## src/rtl/id_issue_pkg.sv

```systemverilog
// id_issue_pkg: shared types and helpers for the ID/EX issue stage
package id_issue_pkg;
  localparam int N_DEF = 32;
  localparam int L_DEF = 8;
  localparam int V_DEF = 20;
  typedef struct packed {
    logic       alu_src;
    logic       set_flags;
    logic       mem_we;
    logic       wb_sel;
    logic       op_src;
    logic [1:0] alu_ctrl;
    logic [1:0] branch_sel;
    logic [1:0] op_type;
  } ctrl_t;
  typedef logic [V_DEF-1:0][L_DEF-1:0] lanes_t;
  function automatic int cnt_max(input int w);
    return (1 << w) - 1;
  endfunction
endpackage

```

## src/rtl/id_scoreboard.sv

```systemverilog
// id_scoreboard: per-register pending-write counters with RAW/WAW hazard detection
module id_scoreboard
  import id_issue_pkg::*;
#(
  parameter int AW    = 5,
  parameter int CNT_W = 2
) (
  input  logic          clk,
  input  logic          rst,
  input  logic          issue,
  input  logic          iss_we,
  input  logic [AW-1:0] iss_a,
  input  logic          wb_we,
  input  logic [AW-1:0] wb_a,
  input  logic          undo,
  input  logic [AW-1:0] undo_a,
  input  logic [AW-1:0] qa1,
  input  logic [AW-1:0] qa2,
  output logic          hazard,
  output logic          wbhit1,
  output logic          wbhit2,
  output logic          sb_error
);
  localparam int NR = 2 ** AW;
  localparam logic [CNT_W-1:0] MAX = CNT_W'(cnt_max(CNT_W));
  logic [CNT_W-1:0] cnt [NR];
  logic wbhit3, spur;
  function automatic logic src_haz(input logic [CNT_W-1:0] c, input logic hit);
    return (c > CNT_W'(1)) | ((c == CNT_W'(1)) & !hit);
  endfunction
  // a write-back only retires a pending write if one exists; clamping guards a combined wb+undo
  function automatic logic [CNT_W-1:0] step(input logic [CNT_W-1:0] c, input logic inc, input logic d1,
                                            input logic d2);
    logic [CNT_W+1:0] s, d;
    s = {2'b00, c} + {{(CNT_W+1){1'b0}}, inc};
    d = {{(CNT_W+1){1'b0}}, d1 & (c != '0)} + {{(CNT_W+1){1'b0}}, d2};
    return (s < d) ? '0 : s[CNT_W-1:0] - d[CNT_W-1:0];
  endfunction
  assign wbhit1 = wb_we & (wb_a == qa1);
  assign wbhit2 = wb_we & (wb_a == qa2);
  assign wbhit3 = wb_we & (wb_a == iss_a);
  assign hazard = src_haz(cnt[qa1], wbhit1) | src_haz(cnt[qa2], wbhit2) |
                  (iss_we & (cnt[iss_a] == MAX) & !wbhit3);
  assign spur = wb_we & (cnt[wb_a] == '0) & !(issue & iss_we & (iss_a == wb_a));
  always_ff @(posedge clk) begin
    if (rst) begin
      for (int r = 0; r < NR; r++) cnt[r] <= '0;
      sb_error <= 1'b0;
    end else begin
      for (int r = 0; r < NR; r++)
        cnt[r] <= step(cnt[r], issue & iss_we & (iss_a == AW'(r)), wb_we & (wb_a == AW'(r)),
                       undo & (undo_a == AW'(r)));
      if (spur) sb_error <= 1'b1;
    end
  end
endmodule

```

## src/rtl/id_issue_stage.sv

```systemverilog
// id_issue_stage: ID/EX register with handshake, flush, scoreboard stall and write-back bypass
module id_issue_stage
  import id_issue_pkg::*;
#(
  parameter int N      = N_DEF,
  parameter int L      = L_DEF,
  parameter int V      = V_DEF,
  parameter int AW     = 5,
  parameter int CNT_W  = 2,
  parameter int CTRL_W = $bits(ctrl_t)
) (
  input  logic              CLK,
  input  logic              RST,
  input  logic              valid_i,
  output logic              ready_o,
  input  logic              flush_i,
  input  logic [AW-1:0]     A1_i,
  input  logic [AW-1:0]     A2_i,
  input  logic [AW-1:0]     A3_i,
  input  logic              RegFile_WE_i,
  input  logic [CTRL_W-1:0] Ctrl_i,
  input  logic [N-1:0]      Extend_i,
  input  logic [N-1:0]      RD1_S_i,
  input  logic [N-1:0]      RD2_S_i,
  input  logic [V*L-1:0]    RD1_V_i,
  input  logic [V*L-1:0]    RD2_V_i,
  input  logic              RFWE_WB,
  input  logic [AW-1:0]     A3_WB,
  input  logic [N-1:0]      WD3_SCA_WB,
  input  logic [V*L-1:0]    WD3_VEC_WB,
  output logic              valid_o,
  input  logic              ready_i,
  output logic [N-1:0]      RD1_S_o,
  output logic [N-1:0]      RD2_S_o,
  output logic [N-1:0]      Extend_o,
  output logic [V*L-1:0]    RD1_V_o,
  output logic [V*L-1:0]    RD2_V_o,
  output logic [AW-1:0]     A3_o,
  output logic              RegFile_WE_o,
  output logic [CTRL_W-1:0] Ctrl_o,
  output logic              stall_o,
  output logic              sb_error_o
);
  logic hazard, hit1, hit2, issue;
  assign ready_o = !flush_i & !hazard & (!valid_o | ready_i);
  assign issue   = valid_i & ready_o;
  assign stall_o = valid_i & !ready_o;
  id_scoreboard #(.AW(AW), .CNT_W(CNT_W)) u_sb (
    .clk(CLK), .rst(RST), .issue(issue), .iss_we(RegFile_WE_i), .iss_a(A3_i),
    .wb_we(RFWE_WB), .wb_a(A3_WB), .undo(flush_i & valid_o & RegFile_WE_o), .undo_a(A3_o),
    .qa1(A1_i), .qa2(A2_i), .hazard(hazard), .wbhit1(hit1), .wbhit2(hit2), .sb_error(sb_error_o)
  );
  always_ff @(posedge CLK) begin
    if (RST) begin
      valid_o      <= 1'b0;
      RD1_S_o      <= '0;
      RD2_S_o      <= '0;
      Extend_o     <= '0;
      RD1_V_o      <= '0;
      RD2_V_o      <= '0;
      A3_o         <= '0;
      RegFile_WE_o <= 1'b0;
      Ctrl_o       <= '0;
    end else if (issue) begin
      valid_o      <= 1'b1;
      RD1_S_o      <= hit1 ? WD3_SCA_WB : RD1_S_i;
      RD2_S_o      <= hit2 ? WD3_SCA_WB : RD2_S_i;
      RD1_V_o      <= hit1 ? WD3_VEC_WB : RD1_V_i;
      RD2_V_o      <= hit2 ? WD3_VEC_WB : RD2_V_i;
      Extend_o     <= Extend_i;
      A3_o         <= A3_i;
      RegFile_WE_o <= RegFile_WE_i;
      Ctrl_o       <= Ctrl_i;
    end else if (flush_i | ready_i) begin
      valid_o <= 1'b0;
    end
  end
endmodule

```

## config.mk

```make
export PLATFORM = sky130hd
export DESIGN_NAME = id_issue_stage
export DESIGN_NICKNAME = d
export VERILOG_FILES = /design/src/rtl/id_issue_pkg.sv /design/src/rtl/id_scoreboard.sv /design/src/rtl/id_issue_stage.sv
export SDC_FILE = /design/constraint.sdc
export NUM_CORES = 1
export LEC_CHECK = 0
export ABC_CLOCK_PERIOD_IN_PS = 4500
export CORE_AREA = 5 5 424 426
export CTS_CLUSTER_SIZE = 28
export DETAILED_ROUTE_END_ITERATION = 8
export DIE_AREA = 0 0 429 431
export DONT_BUFFER_PORTS = 1
export PLACE_DENSITY = 0.33
export RECOVER_POWER = 100
export SLEW_MARGIN = 30
export SYNTH_ARGS = -nofsm -noshare
export SYNTH_HDL_FRONTEND = slang
export SYNTH_SLANG_ARGS = --single-unit
```

## constraint.sdc

```tcl
create_clock -name CLK -period 4.5 [get_ports CLK]
set_clock_uncertainty 0.1 [all_clocks]
set_input_delay 0.45 -clock CLK [delete_from_list [all_inputs] [get_ports CLK]]
set_output_delay 0.45 -clock CLK [all_outputs]
set_load 0.005 [all_outputs]
```

==> qor.txt <==
status - finished, final reports clean
endpoints failing hold - 0
Largest stage delay, worst path - 790 ps
max cap viols - 0
CP bufs+invs - 3
IO buf count - 0
Core ar. - 0.175 mm^2
Final ANT Viol Nets - 0
Leak - 14.8 nW
Data required, critical path - 5050 ps
wire length on met1 - 71.6 mm
count of synthesis-stage warnings from yosys - 0
Global Route Usage Sum - 0.201
Arr. time, crit path - 4870 ps
Layout Nets - 4,323
CTS root buffer - clkbuf_16
syn_area_per_cell - 9.50 um^2
crit share post-route - 0.961
FF-to-FF setup slack - 180 ps
met3 WL post-DR - 25.6 mm
CP delay by family, top - buffers and inverters
clock buffer depth - 3
Async SR Flop Fraction - 0
routed wl met2 - 93.7 mm
max-slew violations - 0
max_slew headroom - 0.168
DR vias - 29,000
Tmin final - 4320 ps
total wire length - 198 mm
share of the yosys chip area belonging to registers - 0.365
Initial Util - 0.156
Skew-Pair Late Insertion Delay - 690 ps
crit path launch type - flop
synthesis-to-layout area growth - 48.5%
Worst setup EP type - flop
Post-Synthesis Cells - 2,882
DRC - 0
TritonCTS buffer count - 70
Routed WL per cell - 33.2 um
flop and latch count out of synthesis - 499
area fraction of the dominant cell type after synthesis - 0.365
chip height - 431 um
CP max FO - 77
# rows - 154
Iteration-0 DRC Markers - 2,993
worst-path cell chain - mux4_2 -> mux2_2 -> a21oi_1 -> o221a_4 -> buf_6 -> buf_4 -> a31oi_1 -> a211oi_1 -> dlygate4sd3_1
power density over the cells - 323 mW/mm^2
WS Path Type - reg -> reg
GR Overflow Total - 0
initial antenna violation count - 110
largest net degree at the start of global routing - 232
Worst Max-Slew Pin Slew - 1250 ps
Synth Cell Area - 0.0274 mm^2
final setup vio count - 0
clk slew on worst S/H paths - 60 ps
commonest non-fill, non-tap cell in the layout - dlygate4sd3_1
dominant synthesized flop cell - dfxtp_1
highest metal used - met5
CTS tree - built
synth unique cells - 56
RD Place Congestion - 0.904
Post-synth EDFFs - 0
RSZ-0062 raised after global routing - false
slowest CP cell - buf_4
fraction of layout cells with a size suffix above 1 - 0.0650
Post-Syn Nets - 3,688
pre-CTS WS - 192 ps
Boundary Pins - 1,083
Synth area leader - dfxtp_1
Synth area leaders - dfxtp_1 (36%), mux2i_1 (14%), a211oi_1 (11%), a31oi_1 (8.8%), ha_1 (5.8%)
vias in the first global route - 28,300
Die Wd - 429 um
first-pass GRT wire length - 260 mm
commonest non-fill, non-tap cells in the layout - dlygate4sd3_1 (816), dfxtp_1 (499), mux2i_1 (391)
final setup margin - 175 ps
H-tree Lvls - 3
die area - 0.185 mm^2
Via density - 4.86
HP Class - in -> reg
TritonCTS sink count - 499
post-DP HPWL - 144 mm
Max Fclk - 0.231 GHz
setup TNS - 0 ps
Pre-antenna DRT Iters - 6
fillcell total - 19,200
worst vdd ir - 0.245 mV
[synthesized netlist by cell type (2+ instances only)]
master and count:
a211oi_1 387, a21o_1 2, a21oi_1 54, a22oi_1 4, a311oi_1 2, a31oi_1 384, a41o_1 3, a41oi_1 2
and2_1 6, and4_1 2, buf_1 14, buf_2 109, buf_4 4, clkbuf_1 204, dfxtp_1 499, fa_1 32
ha_1 128, inv_1 131, mux2_2 3, mux2i_1 391, mux4_2 41, nand2_1 32, nand2b_1 9, nand3_1 26
nand3b_1 6, nand4_1 54, nor2_1 142, nor2b_1 10, nor3_1 63, nor3b_1 2, nor4_1 3, o211ai_1 2
o21ai_0 10, o21bai_1 35, o31ai_1 49, or3_1 4, xnor2_1 10, xor2_1 5
[metal layers]
layer  track usage  vias up
met5             0        -
met1         0.221    14600
li1              -    12400
met4        0.0734       62
met2         0.328     1582
met3         0.109      403
[worst paths after layout]
kind,endpoint,cells after the start,start
setup / recovery,RD2_V_o[10]$_SDFFE_PP0N_,9,u_sb.cnt[25][1]$_SDFF_PP0_
hold / removal,RD1_V_o[145]$_SDFFE_PP0N_,2,RD1_V_i[145]
setup reg to reg,RD2_V_o[10]$_SDFFE_PP0N_,9,u_sb.cnt[25][1]$_SDFF_PP0_
hold reg to reg,Ctrl_o[3]$_SDFFE_PP0N_,2,Ctrl_o[3]$_SDFFE_PP0N_
[where the power goes]
group          switching, mW  internal, mW
logic                   1.13         0.985
registers              0.346          4.66
clock network           2.53          3.49
total                   4.00          9.14
[stage by stage]
step	power (mW)	hold WS [ps]	instances	utilization	instance area (um^2)
after floorplan	5.91	365	2882	-	27400
after detailed placement	6.36	381	4960	0.170	29700
after CTS	13.2	1.39	5905	0.230	40400
after global placement	6.36	378	4959	0.169	29700
after global routing	13.6	42.0	5934	0.231	40600
final	13.1	93.6	5970	0.232	40700
[cells by family after synthesis]
family	count (synthesis)	synth area share
adders and majority gates	160	0.0819
and+or+nand+nor	366	0.0647
xor gates and xnor gates	15	0.00480
muxes	435	0.178
AOI/OAI and AO/OA	945	0.237
buffers and inverters	462	0.0688
DFF	499	0.365
[state kept, by name, summed over array words and instances, names as in the netlist]
signal         count
Extend_o          32
RD1_V_o          160
RD2_V_o          160
u_sb.cnt          64
valid_o            1
RD1_S_o           32
Ctrl_o            11
RD2_S_o           32
u_sb.sb_error      1
RegFile_WE_o       1
A3_o               5
[final cells by class]
type                       instances  area (um^2)  area share
clock inverter                    23          393     0.00966
inverter                         131          492      0.0121
timing repair buffer             894         9120       0.224
tap                             2340         2930      0.0720
antenna                           60          150     0.00369
clock buffer                     102         2010      0.0495
multi-input combinational       1921        15600       0.383
sequential                       499         9990       0.246
[repair_timing]
item	in CTS	in global routing
endpoints found under the setup margin	0	82
hold buffers	820	0
gates resized for setup	0	3
hold endpoints to repair	475	0
setup buffers	0	0
No activity file was read; power rests on OpenSTA's default activity.
